**src/rtl/reg_read_bypass_stage_pkg.sv**
```systemverilog
// Shared types and defaults for the register-read / bypass stage.
package reg_read_bypass_stage_pkg;

  localparam int unsigned DefNumBypass = 4;
  localparam int unsigned DefPregIdxW  = 6;

  typedef enum logic [1:0] {
    REG_FILE = 2'd0,
    BYPASS   = 2'd1,
    ZERO     = 2'd2
  } bypass_sel_e;

  function automatic logic [31:0] sat_add32(input logic [31:0] a, input logic [31:0] b);
    logic [32:0] sum;
    sum = {1'b0, a} + {1'b0, b};
    return sum[32] ? 32'hFFFF_FFFF : sum[31:0];
  endfunction

endpackage

```
**src/rtl/operand_bypass_sel.sv**
```systemverilog
// Resolves one source operand: x0 forces zero, else lowest-index matching bypass, else regfile.
module operand_bypass_sel
  import reg_read_bypass_stage_pkg::*;
#(
  parameter int unsigned NUM_BYPASS = DefNumBypass,
  parameter int unsigned PREG_IDX_W = DefPregIdxW,
  parameter int unsigned XLEN       = 32
) (
  input  logic [PREG_IDX_W-1:0]            idx,
  input  logic [NUM_BYPASS-1:0]            byp_valid,
  input  logic [NUM_BYPASS*PREG_IDX_W-1:0] byp_dst,
  input  logic [NUM_BYPASS*XLEN-1:0]       byp_value,
  input  logic [XLEN-1:0]                  rf_data,
  output logic [XLEN-1:0]                  value,
  output bypass_sel_e                      sel
);

  logic found;

  always_comb begin
    value = rf_data;
    sel   = REG_FILE;
    found = 1'b0;
    for (int b = 0; b < NUM_BYPASS; b++) begin
      if (!found && byp_valid[b] && (byp_dst[b*PREG_IDX_W +: PREG_IDX_W] == idx)) begin
        found = 1'b1;
        value = byp_value[b*XLEN +: XLEN];
        sel   = BYPASS;
      end
    end
    if (idx == '0) begin
      value = '0;
      sel   = ZERO;
    end
  end

endmodule

```
**src/rtl/reg_read_bypass_stage.sv**
```systemverilog
// Register-read stage: resolves operands per lane and registers them toward execute.
// Optional RR_BYPASS_STATS_EN adds saturating bypass-hit / regfile-read counters.
module reg_read_bypass_stage
  import reg_read_bypass_stage_pkg::*;
#(
  parameter int unsigned NUM_PORTS  = 2,
  parameter int unsigned NUM_BYPASS = DefNumBypass,
  parameter int unsigned PREG_IDX_W = DefPregIdxW,
  parameter int unsigned XLEN       = 32,
  parameter int unsigned PAYLOAD_W  = 64
) (
  input  logic                              clk,
  input  logic                              rst,
  input  logic                              flush,
  input  logic [NUM_PORTS-1:0]              in_valid,
  output logic                              in_ready,
  input  logic [NUM_PORTS*PREG_IDX_W-1:0]   in_src1_idx,
  input  logic [NUM_PORTS*PREG_IDX_W-1:0]   in_src2_idx,
  input  logic [NUM_PORTS*PAYLOAD_W-1:0]    in_payload,
  output logic [2*NUM_PORTS*PREG_IDX_W-1:0] rf_rd_idx,
  input  logic [2*NUM_PORTS*XLEN-1:0]       rf_rd_data,
  input  logic [NUM_BYPASS-1:0]             byp_valid,
  input  logic [NUM_BYPASS*PREG_IDX_W-1:0]  byp_dst,
  input  logic [NUM_BYPASS*XLEN-1:0]        byp_value,
  output logic [NUM_PORTS-1:0]              out_valid,
  input  logic                              out_ready,
  output logic [NUM_PORTS*XLEN-1:0]         out_src1_val,
  output logic [NUM_PORTS*XLEN-1:0]         out_src2_val,
  output logic [NUM_PORTS*PAYLOAD_W-1:0]    out_payload
`ifdef RR_BYPASS_STATS_EN
  ,
  output logic [31:0]                       stat_bypass_hits,
  output logic [31:0]                       stat_rf_reads
`endif
);

  localparam int unsigned NumSlots = 2 * NUM_PORTS;

  logic [XLEN-1:0] slot_val [NumSlots];
  bypass_sel_e     slot_sel [NumSlots];

  logic [NUM_PORTS-1:0]           valid_q;
  logic [NUM_PORTS*XLEN-1:0]      src1_q, src2_q, src1_d, src2_d;
  logic [NUM_PORTS*PAYLOAD_W-1:0] payload_q;
  logic                           capture;

  // Slot 2p carries src1 of lane p, slot 2p+1 carries src2.
  for (genvar p = 0; p < NUM_PORTS; p++) begin : g_lane
    assign rf_rd_idx[(2*p)*PREG_IDX_W +: PREG_IDX_W]   = in_src1_idx[p*PREG_IDX_W +: PREG_IDX_W];
    assign rf_rd_idx[(2*p+1)*PREG_IDX_W +: PREG_IDX_W] = in_src2_idx[p*PREG_IDX_W +: PREG_IDX_W];

    operand_bypass_sel #(
      .NUM_BYPASS (NUM_BYPASS),
      .PREG_IDX_W (PREG_IDX_W),
      .XLEN       (XLEN)
    ) u_sel_src1 (
      .idx       (in_src1_idx[p*PREG_IDX_W +: PREG_IDX_W]),
      .byp_valid (byp_valid),
      .byp_dst   (byp_dst),
      .byp_value (byp_value),
      .rf_data   (rf_rd_data[(2*p)*XLEN +: XLEN]),
      .value     (slot_val[2*p]),
      .sel       (slot_sel[2*p])
    );

    operand_bypass_sel #(
      .NUM_BYPASS (NUM_BYPASS),
      .PREG_IDX_W (PREG_IDX_W),
      .XLEN       (XLEN)
    ) u_sel_src2 (
      .idx       (in_src2_idx[p*PREG_IDX_W +: PREG_IDX_W]),
      .byp_valid (byp_valid),
      .byp_dst   (byp_dst),
      .byp_value (byp_value),
      .rf_data   (rf_rd_data[(2*p+1)*XLEN +: XLEN]),
      .value     (slot_val[2*p+1]),
      .sel       (slot_sel[2*p+1])
    );

    assign src1_d[p*XLEN +: XLEN] = slot_val[2*p];
    assign src2_d[p*XLEN +: XLEN] = slot_val[2*p+1];
  end

  assign in_ready = !(|valid_q) || out_ready;
  assign capture  = (|in_valid) && in_ready;

  always_ff @(posedge clk) begin
    if (rst) begin
      valid_q   <= '0;
      src1_q    <= '0;
      src2_q    <= '0;
      payload_q <= '0;
    end else if (flush) begin
      valid_q <= '0;
    end else if (in_ready) begin
      valid_q <= in_valid;
      if (capture) begin
        src1_q    <= src1_d;
        src2_q    <= src2_d;
        payload_q <= in_payload;
      end
    end
  end

  assign out_valid    = valid_q;
  assign out_src1_val = src1_q;
  assign out_src2_val = src2_q;
  assign out_payload  = payload_q;

`ifdef RR_BYPASS_STATS_EN
  logic [31:0] hit_cnt, rf_cnt, hits_q, rf_reads_q;

  always_comb begin
    hit_cnt = '0;
    rf_cnt  = '0;
    for (int s = 0; s < NumSlots; s++) begin
      if (in_valid[s/2]) begin
        if (slot_sel[s] == BYPASS) hit_cnt = hit_cnt + 32'd1;
        if (slot_sel[s] == REG_FILE) rf_cnt = rf_cnt + 32'd1;
      end
    end
  end

  // A flushed group is dropped, so it is not counted.
  always_ff @(posedge clk) begin
    if (rst) begin
      hits_q     <= '0;
      rf_reads_q <= '0;
    end else if (capture && !flush) begin
      hits_q     <= sat_add32(hits_q, hit_cnt);
      rf_reads_q <= sat_add32(rf_reads_q, rf_cnt);
    end
  end

  assign stat_bypass_hits = hits_q;
  assign stat_rf_reads    = rf_reads_q;
`else
  logic unused_sel;
  always_comb begin
    unused_sel = 1'b0;
    for (int s = 0; s < NumSlots; s++) unused_sel = unused_sel ^ (^slot_sel[s]);
  end
`endif

endmodule

```
**config.mk**
```make
export PLATFORM = sky130hd
export DESIGN_NAME = reg_read_bypass_stage
export DESIGN_NICKNAME = d
export VERILOG_FILES = /design/src/rtl/reg_read_bypass_stage_pkg.sv /design/src/rtl/operand_bypass_sel.sv /design/src/rtl/reg_read_bypass_stage.sv
export SDC_FILE = /design/constraint.sdc
export NUM_CORES = 1
export LEC_CHECK = 0
export ABC_AREA = 0
export ABC_CLOCK_PERIOD_IN_PS = 2000
export BUFFER_PORTS_ARGS = -buffer_cell sky130_fd_sc_hd__buf_2
export CAP_MARGIN = 40
export CORE_AREA = 2 2 282 284
export CTS_BUF_LIST = sky130_fd_sc_hd__clkbuf_8
export CTS_CLUSTER_DIAMETER = 200
export DETAILED_ROUTE_END_ITERATION = 12
export DIE_AREA = 0 0 284 286
export GPL_ROUTABILITY_DRIVEN = 0
export PLACE_DENSITY_LB_ADDON = 0.2
export SLEW_MARGIN = 20
export SYNTH_ARGS = -nofsm -noshare
export SYNTH_HDL_FRONTEND = slang
export SYNTH_HIERARCHICAL = 1
export SYNTH_SLANG_ARGS = --single-unit
```
**constraint.sdc**
```tcl
create_clock -name clk -period 2 [get_ports clk]
set_input_delay 0 -clock clk [delete_from_list [all_inputs] [get_ports clk]]
set_output_delay 0 -clock clk [all_outputs]
set_load 0.005 [all_outputs]
```
# After elaboration in Yosys (flattened, before gate mapping)
# Cells that the tools add are included.
[op_classes]
n_eq_ne = 16
bitwise = 1
reduce_logical = 51
muxes = 32
[op_table]
columns = ["op", "n"]
rows = [
  ["two-way mux 32 bit", 20],
  ["== test 6 bit", 16],
  ["logical AND 1 bit", 29],
  ["logical NOT 6 bit", 4],
  ["logical NOT 1 bit", 13],
  ["two-way mux 1 bit", 12],
  ["OR reduction 2 bit", 3],
  ["AND reduction 3 bit", 1],
  ["logical OR 1 bit", 1],
  ["NOT 1 bit", 1],
]
[totals]
word_cells = 104
inputBits = 442
output_inout_bits = 283
register_bits = 258

# Logic depth before layout (Yosys ltp)
# Gate-level depths: netlist (run 1).
[depth]
ltp_word = 16
depth_mapped = 11
mapped_depth_nobuf = 7

# Cells and area by module
# Netlist (run 1), hierarchy kept.
[by_module_without_submodules]
columns = ["module", "seq_area_each_um2", "n_inst", "cells_per_inst", "area_per_inst_um2"]
rows = [
  ["reg_read_bypass_stage", 5165.0, 1, 1143, 11942.7],
  ["operand_bypass_sel", 0.0, 4, 364, 2810.2],
]

# Worst setup path before layout (run 1)
# No wires, ideal clock.
[synth_timing]
kind = "input -> register"
from = "in in_src1_idx[2]"
to = "reg src1_q[11] (netlist: out_src1_val[11])"
cell_stages = 11
setup_slack_ns = 0.452
n_path_buf = 4
setup_ns = 0.118
arrival_ns = 1.429
required_time_ns = 1.882
cell_sequence = "buf_4 xnor2_1 and4_4 buf_6 and2_4 buf_6 buf_4 o41ai_2 a21oi_1 nand2b_1 mux2i_1"
[synth_rtl]
columns = ["element", "line", "source"]
rows = [
  ["start: declaration", "reg_read_bypass_stage.sv:17", "input logic [NUM_PORTS*PREG_IDX_W-1:0] in_src1_idx,"],
  ["end signal: assignment", "reg_read_bypass_stage.sv:98", "src1_q <= src1_d;"],
  ["end: declaration", "reg_read_bypass_stage.sv:43", "logic [NUM_PORTS*XLEN-1:0] src1_q, src2_q, src1_d, src2_d;"],
]

==> flow_summary.yaml, run 1 <==
sta:
  hold_viol_final: 0
  fin_crit_sh_pct: 95.8
  slew-limit-headroom_pct: 61.5
  hold_ws_ps: 63.6
  drv_slew: 0
  fmax_ghz: 0.522
  tns_ps: 0
  worstMarginPinSlew_ps: 562
  finClkSkew_ps: 81.5
  rsz0062_at_grt: "no"
  setup_violations: 0
  post-route-min-period_ps: 1920
floorplan:
  die_y_um: 286
  die_area_um2: 81200
  start_util_pct: 29.5
  ios: 725
  die_width_um: 284
  core_area_um2: 78400
  rows: 103
synthesis:
  syn_area_um2: 23100
  syn_inst: 2587
  yosys_warnings: 6
  avgSynthCellArea_um2: 8.94
  synth_nets: 3029
pwr:
  p_leak_nw: 15.4
  switching_share_pct: 33.1
  clkPwrFrac_pct: 36.8
  peakVddDrop_v: 0.000452
  comb_power_share_pct: 30.3
  intPower_mw: 11.6
  cellPowerDensity_nw_per_um2: 509
  seqPwrFrac_pct: 32.9
  p_sw_mw: 5.76
route:
  firstDrtPassIters: 5
  vias: 25694
  wire_per_inst_um: 25.0
  via_per_inst: 5.35
  antenna_left: 0
  drc: 0
  drtIter0Drc: 1834
  drt_wl_total_mm: 120
setup_path:
  arrival_ps: 2500
  cp_top_family: "buffers and inverters"
  cpMostUsedCell: "buf_4"
  crit_fanout: 6
  crit_type: "input pin to flip-flop"
  max_stage_delay_ps: 560
  critPathBufInv: 5
  rr_worst_depth: 5
  path_depth: 12
  cp_slowest_cell: "dlygate4sd3_1"
  required_ps: 2580
  end_kind: "flip-flop"
  path_cells: "buf_2, buf_4, xor2_1, nor3_4, and2_4, buf_12, o31ai_1, buf_4, a21oi_1, nand2b_1, mux2i_1, dlygate4sd3_1"
  worst_setup_path_start_kind: "input pin"
hold_path:
  hold_path.class: "input pin to flip-flop"
  hold_depth: 6
clocking:
  path_clk_slew_ps: 60
  cts.sinks: 258
  cts-root-buf: "clkbuf_8"
  tritoncts.num_buffers: 54
  clock_latency_ps: 720
  htreeDepth: 2
  cts_tree: "built"
  clockBufferDepth: 3
global_route:
  grt_usage_pct: 28.0
  grt_antenna_before_repair: 27
  grt_pass1_vias: 24993
  gr-total-overflow: 0
  grt_pass1_wl_mm: 171
  grt_max_degree: 93
finish:
  area_delta_synth_final_pct: 47.8
  fin_nets: 4140
  fillerInstances: 7849
  final_layout_size_suffix_gt1_share_pct: 33.6
status:
  status: "complete, no violations"
placed_design:
  dp_hpwl_mm: 88.8
  portBuffers: 724
flow_run:
  maxCapViolCount: 0
[what timing repair did]
item / in CTS / in global routing
gates resized for setup: 0 / 13
hold buffers: 425 / 0
endpoints found under the setup margin: 0 / 16
endpoints found under the hold margin: 256 / 0
setup buffers: 0 / 12
[through the flow]
step                total power, mW  worst slack [ps]  utilization [%]  cells  area, µm²
finish                         17.4              84.7             43.6   4804      34200
global route                   18.2              1.40             43.6   4797      34200
CTS                            17.5              30.6             43.4   4776      34000
detailed placement             10.3              -271             36.5   4255      28600
global placement               10.2              -237             36.5   4255      28600
floorplan                      8.13               452                -   2587      23100
[tightest hold or removal path: cells and delay by family]
kind	cells	cell delay [ps]
and+or+nand+nor	1	70
buffers and inverters	2	270
AOI/OAI and AO/OA	2	250
muxes	1	60
[power by group through the flow]
stage                     combinational, mW  clock, mW  sequential, mW
after floorplan                        2.31          0            5.83
after global placement                 4.42          0            5.83
after global routing                   5.58       6.83            5.77
after detailed placement               4.42          0            5.84
after CTS                              5.19       6.63            5.73
final                                  5.28       6.41            5.73
[layer usage]
metal	wire, µm	up-vias	GRT usage [%]
met5	131	-	0
li1	-	11744	-
met3	10200	259	7.04
met2	54400	1206	45.4
met4	4960	22	10.8
met1	50200	12463	35.6
[final timing paths]
check,endpoint,slack (ps),from
worst min-delay path,out_src2_val[29],60,rf_rd_data[61]
worst max-delay path,out_src1_val[52],80,in_src1_idx[9]
worst max register to register,out_payload[15],110,out_valid[1]
worst min register to register,out_src1_val[57],470,out_src1_val[57]
[sequential cells by signal, indices dropped and copies added (netlist names)]
| signal | cells |
|---|---|
| out_src2_val | 64 |
| out_valid | 2 |
| out_payload | 128 |
| out_src1_val | 64 |
[cells in the final DEF, fill, tap and decap left out, types with 8 or more instances in the layout]
cell	n
nor4_1	8
o41ai_2	120
a2111oi_1	51
nor2_1	12
nor3_1	10
xor2_1	36
a21oi_1	124
dfxtp_1	258
o31ai_1	128
inv_1	146
nor3_4	8
buf_12	78
dlygate4sd3_1	425
nand2_1	8
mux2i_1	258
clkbuf_8	60
buf_4	187
and3_1	124
and2_4	8
buf_2	723
diode_2	16
a2111oi_0	60
xnor2_1	56
and4_4	8
o2111ai_1	124
a2111oi_2	17
nand2b_1	512
nand3b_1	124
[layout make-up]
class	instances	area (µm²)	area share (%)
Inverter	125	469	1.37
Tap cell	1050	1310	3.84
Multi-Input combinational cell	1842	15100	44.3
Clock buffer	60	826	2.42
Timing Repair Buffer	1417	10900	31.8
Sequential cell	258	5160	15.1
Clock inverter	36	344	1.01
Antenna cell	16	40.0	0.117
Power figures use the tool's default switching activity.
==> inputs of run 2 (changes only) <==
CORE_AREA = 2 2 285 287   (was 2 2 282 284)
CTS_BUF_LIST = unset   (was sky130_fd_sc_hd__clkbuf_8)
DIE_AREA = 0 0 287 289   (was 0 0 284 286)
==> run 2 against run 1 <==
- count of clock-buffer cells in the layout shrank 10
- clock skew shrank 65 ps
- critical path depth shrank 2
- worst hold slack got worse by 42 ps
- register-to-register slack improved by 40 ps
- largest power group unchanged
==> flow_summary.yaml, run 2 (synthesized netlist as in run 1, its figures left out) <==
status:
  status: "complete, no violations"
setup_path:
  path_cells: "buf_2, xor2_1, nor3_4, buf_8, and2_4, buf_4, o41ai_2, a21oi_1, nand2b_1, mux2i_1"
  required_ps: 2480
  crit_type: "input pin to flip-flop"
  crit_fanout: 20
  end_kind: "flip-flop"
  max_stage_delay_ps: 670
  ff2ff_setup_slack_ps: 150
  arrival_ps: 2340
  cp_slowest_cell: "nor3_4"
  worst_setup_path_start_kind: "input pin"
flow_run:
  maxCapViolCount: 0
floorplan:
  core_area_um2: 79900
  die_area_um2: 82900
  start_util_pct: 29.0
  die_y_um: 289
  die_width_um: 287
  ios: 725
  rows: 104
placed_design:
  portBuffers: 724
  dp_hpwl_mm: 92.1
sta:
  hold_ws_ps: 21.6
  rsz0062_at_grt: "no"
  fin_crit_sh_pct: 92.9
  fmax_ghz: 0.538
  tns_ps: 0
  post-route-min-period_ps: 1860
  hold_viol_final: 0
  worstMarginPinSlew_ps: 776
  setup_violations: 0
  drv_slew: 0
  finClkSkew_ps: 16.2
  slew-limit-headroom_pct: 48.1
pwr:
  p_sw_mw: 5.46
  cellPowerDensity_nw_per_um2: 521
  intPower_mw: 11.2
  clkPwrFrac_pct: 36.8
  p_leak_nw: 14.5
  seqPwrFrac_pct: 34.3
  comb_power_share_pct: 28.9
  peakVddDrop_v: 0.000418
  switching_share_pct: 32.7
global_route:
  grt_pass1_vias: 23072
  grt_max_degree: 107
  gr-total-overflow: 0
  grt_usage_pct: 27.2
  grt_antenna_before_repair: 25
  grt_pass1_wl_mm: 166
finish:
  mostFrequentLayoutCells: "723 x buf_2, 512 x nand2b_1, 258 x mux2i_1, 258 x dfxtp_1, 219 x buf_4"
  fin_nets: 3932
  final_layout_size_suffix_gt1_share_pct: 35.7
  area_delta_synth_final_pct: 38.5
  fillerInstances: 8103
  layout_commonest_cell: "buf_2"
  largest_register_ffs: 128
clocking:
  cts-root-buf: "clkbuf_16"
  cts_resized: 0
  htreeDepth: 2
  tritoncts.num_buffers: 35
  clock_latency_ps: 560
  path_clk_slew_ps: 60
  cts_tree: "built"
  cts.sinks: 258
  clockBufferDepth: 3
hold_path:
  hold_path.class: "input pin to flip-flop"
route:
  drtIter0Drc: 1909
  wire_per_inst_um: 26.1
  vias: 24425
  drc: 0
  firstDrtPassIters: 5
  antenna_left: 0
  via_per_inst: 5.34
  drt_wl_total_mm: 119
## run 2: cell count changes in the layout (fill, tap and decap cells not counted), sizes merged
cell and delta:
inv -20, dlygate4sd3 -213, clkbuf -10, diode -9
buf +24, clkinv -2, bufinv -6
## run 2: layout make-up
cell class	count	area [µm²]	share of cell area [%]
Antenna cell	7	17.5	0.0547
Clock buffer	50	1010	3.16
Clock inverter	8	65.1	0.203
Inverter	125	469	1.46
Multi-Input combinational cell	1842	15100	47.2
Sequential cell	258	5160	16.1
Tap cell	1060	1330	4.14
Timing Repair Buffer	1228	8850	27.6
## run 2: final timing paths
| path | startpoint | endpoint | cells past startpoint |
|---|---|---|---|
| worst max-delay path | byp_dst[8] | out_src2_val[37] | 10 |
| worst min-delay path | rf_rd_data[51] | out_src2_val[19] | 5 |
| worst max register to register | out_valid[1] | out_payload[40] | 5 |
| worst min register to register | out_payload[41] | out_payload[41] | 2 |
## run 2: stage by stage
stage	setup slack [ps]	power, mW	std cells	area [µm²]	util (%)
3_5_place_dp	-357	10.3	4301	28800	36.1
5_1_grt	22.6	17.4	4576	32000	40.1
4_1_cts	127	16.9	4571	32000	40.1
6_report	142	16.7	4578	32000	40.1
3_3_place_gp	-683	10.3	4299	28800	36.0
2_1_floorplan	452	8.13	2587	23100	-
## run 2: what timing repair did
item                                   in CTS  in global routing
buffers inserted                            0                  0
hold buffers                              212                  0
setup endpoints to repair                   0                  0
endpoints found under the hold margin     207                  0
## run 2: worst max-delay path: cells and delay by family
kind            cells  cell delay, ps
simple gates        3             960
xor+xnor            1             170
buf+inv             3             750
compound gates      2             290
mux                 1             120
## run 2: power by group through the flow
| stage | Clock, mW | Combinational [mW] | Sequential [mW] |
|---|---|---|---|
| 2_1_floorplan | 0 | 2.31 | 5.83 |
| 3_3_place_gp | 0 | 4.44 | 5.83 |
| 3_5_place_dp | 0 | 4.44 | 5.84 |
| 4_1_cts | 6.36 | 4.79 | 5.73 |
| 5_1_grt | 6.53 | 5.12 | 5.77 |
| 6_report | 6.15 | 4.82 | 5.74 |
## run 2: layer usage
| layer | up-vias | wire, µm | GRT usage (%) | part of all wire (%) |
|---|---|---|---|---|
| li1 | 11317 | - | - | - |
| met1 | 11815 | 51400 | 35.4 | 43 |
| met2 | 1059 | 53700 | 43.5 | 45 |
| met3 | 202 | 10300 | 7.30 | 8.6 |
| met4 | 32 | 3900 | 8.70 | 3.3 |
| met5 | - | 183 | 0 | 0.15 |
==> inputs of run 3 (changes only) <==
ABC_CLOCK_PERIOD_IN_PS = 1530   (was 2000)
CELL_PAD_IN_SITES_DETAIL_PLACEMENT = 2   (was unset)
CELL_PAD_IN_SITES_GLOBAL_PLACEMENT = 2   (was unset)
CORE_AREA = unset   (was 2 2 285 287)
CORE_ASPECT_RATIO = 1.25   (was unset)
CORE_UTILIZATION = 28   (was unset)
DIE_AREA = unset   (was 0 0 287 289)
clock period = 1.53 ns   (was 2 ns; I/O delays follow)
==> run 3 against run 2 <==
- the flow now finishes with violations (setup timing)
- worst hold slack better by 2.6 ps
- core utilization rose by 1.9 points
- highest routed layer unchanged
- clock skew grew 5.6 ps
- cell count up 2.5%
- via count grew 8.2%
==> flow_summary.yaml, run 3 (synthesized netlist as in run 1, its figures left out) <==
status:
  status: "finished with violations"
  violations: "setup timing"
pwr:
  p_leak_nw: 15.3
  switching_share_pct: 34.7
  comb_power_share_pct: 32.5
  power.total_mw: 23.0
  cellPowerDensity_nw_per_um2: 669
  peakVddDrop_v: 0.000722
  clkPwrFrac_pct: 34.5
  intPower_mw: 15.0
  p_sw_mw: 7.97
  seqPwrFrac_pct: 33.0
route:
  wire_per_inst_um: 31.7
  antenna_left: 0
  firstDrtPassIters: 5
  via_per_inst: 5.63
  drc: 0
  vias: 26435
  drt_wl_total_mm: 149
  drtIter0Drc: 2046
sta:
  setup_violations: 48
  slew-limit-headroom_pct: 47.2
  hold_ws_ps: 24.2
  finClkSkew_ps: 21.8
  hold_viol_final: 0
  post-route-min-period_ps: 1650
  setup_slack_ps: -121
  worstMarginPinSlew_ps: 785
  drv_slew: 0
  rsz0062_at_grt: "yes"
  fin_crit_sh_pct: 108
  fmax_ghz: 0.606
global_route:
  met2_usage_pct: 56.7
  grt.met3_usage_pct: 6.37
  grt_antenna_before_repair: 36
  grt_pass1_wl_mm: 203
  use_met1_pct: 37.6
  grt_pass1_vias: 28594
  grt_usage_pct: 32.6
  grt_max_degree: 90
  busiest_layer: "met2"
  gr-total-overflow: 0
clocking:
  clockBufferDepth: 3
  cts.sinks: 258
  path_clk_slew_ps: 60
  clock_latency_ps: 610
  htreeDepth: 1
  cts-root-buf: "clkbuf_16"
  cts_tree: "built"
  tritoncts.num_buffers: 31
setup_path:
  required_ps: 2040
  critPathLaunch: "out_valid[0]"
  worst_setup_path_start_kind: "flip-flop"
  arrival_ps: 2160
  crit_fanout: 8
  end_kind: "flip-flop"
  timing.rr.start: "out_valid[0]"
  crit_type: "flip-flop to flip-flop"
placed_design:
  dp_hpwl_mm: 107
  portBuffers: 724
  dp_cells: 4324
finish:
  fin_cells: 4694
  final_layout_size_suffix_gt1_share_pct: 38.6
  fin_nets: 4021
  area_delta_synth_final_pct: 48.4
  largest_register_ffs: 128
  layout_commonest_cell: "buf_2"
  mostFrequentLayoutCells: "722 x buf_2, 512 x nand2b_1, 257 x dfxtp_1, 253 x dlygate4sd3_1, 246 x mux2i_1"
floorplan:
  die_area_um2: 83800
  die_y_um: 323
  start_util_pct: 28.3
  core_area_um2: 81700
  die_width_um: 259
  rows: 117
  ios: 725
hold_path:
  hold_start: "rf_rd_data[57]"
  hold_path.class: "input pin to flip-flop"
flow_run:
  maxCapViolCount: 0
## run 3: cell types whose count changed in the layout (fill, tap and decap cells not counted), moves of 21 or more
cell,before,now
a2111oi_0,68,30
buf_12,71,106
a2111oi_2,16,47
dlygate4sd3_1,212,253
buf_4,219,198
## run 3: area by class of cell
class | count | area [µm²]
Clock buffer | 40 | 850
Fill cell | 8815 | 47400
Timing Repair Buffer | 1320 | 10500
Inverter | 125 | 469
Antenna cell | 21 | 52.6
Multi-Input combinational cell | 1843 | 15700
Sequential cell | 258 | 5170
Clock inverter | 16 | 176
Tap cell | 1071 | 1340
## run 3: worst paths after layout
check        slack [ps]  cells past startpoint          endpoint
max                -120                      6  out_payload[117]
min                  20                      5  out_src2_val[25]
max reg2reg        -120                      6  out_payload[117]
min reg2reg         470                      2   out_src2_val[3]
## run 3: timing repair
action | in CTS | in global routing
setup buffers | 5 | 18
resized for setup | 23 | 152
pin swaps | 6 | 16
cloned | 1 | 16
endpoints found under the setup margin | 37 | 184
endpoints found under the hold margin | 233 | 0
hold buffers | 253 | 0
## run 3: power by group through the flow
stage	clock network [mW]	logic, mW	registers [mW]
2_1_floorplan	0	3.02	7.62
3_3_place_gp	0	5.92	7.62
3_5_place_dp	0	6.09	7.66
4_1_cts	8.00	6.77	7.52
5_1_grt	8.26	7.78	7.59
6_report	7.92	7.47	7.57
## run 3: stage by stage
step	cell area (µm²)	TNS, ps	util [%]	setup slack [ps]
3_5_place_dp	29300	-73230	35.9	-793
2_1_floorplan	23200	-8.91	-	-2.97
3_3_place_gp	29300	-61980	35.9	-742
5_1_grt	34300	-7590	42.0	-173
4_1_cts	33100	-5.09	40.5	-4.00
6_report	34300	-1310	42.0	-121
## run 3: metal layers
layer	routed length, µm	part of all wire [%]
met1	57900	39
met2	72100	49
met3	9670	6.5
met4	8770	5.9
met5	146	0.098
## run 3: critical path, cell delays in order (launching register included)
cell and delay, ps:
dfxtp_1 360, o21bai_4 160, o211a_4 280, buf_12 130, clkbuf_16 170, clkbuf_16 170
mux2i_1 270
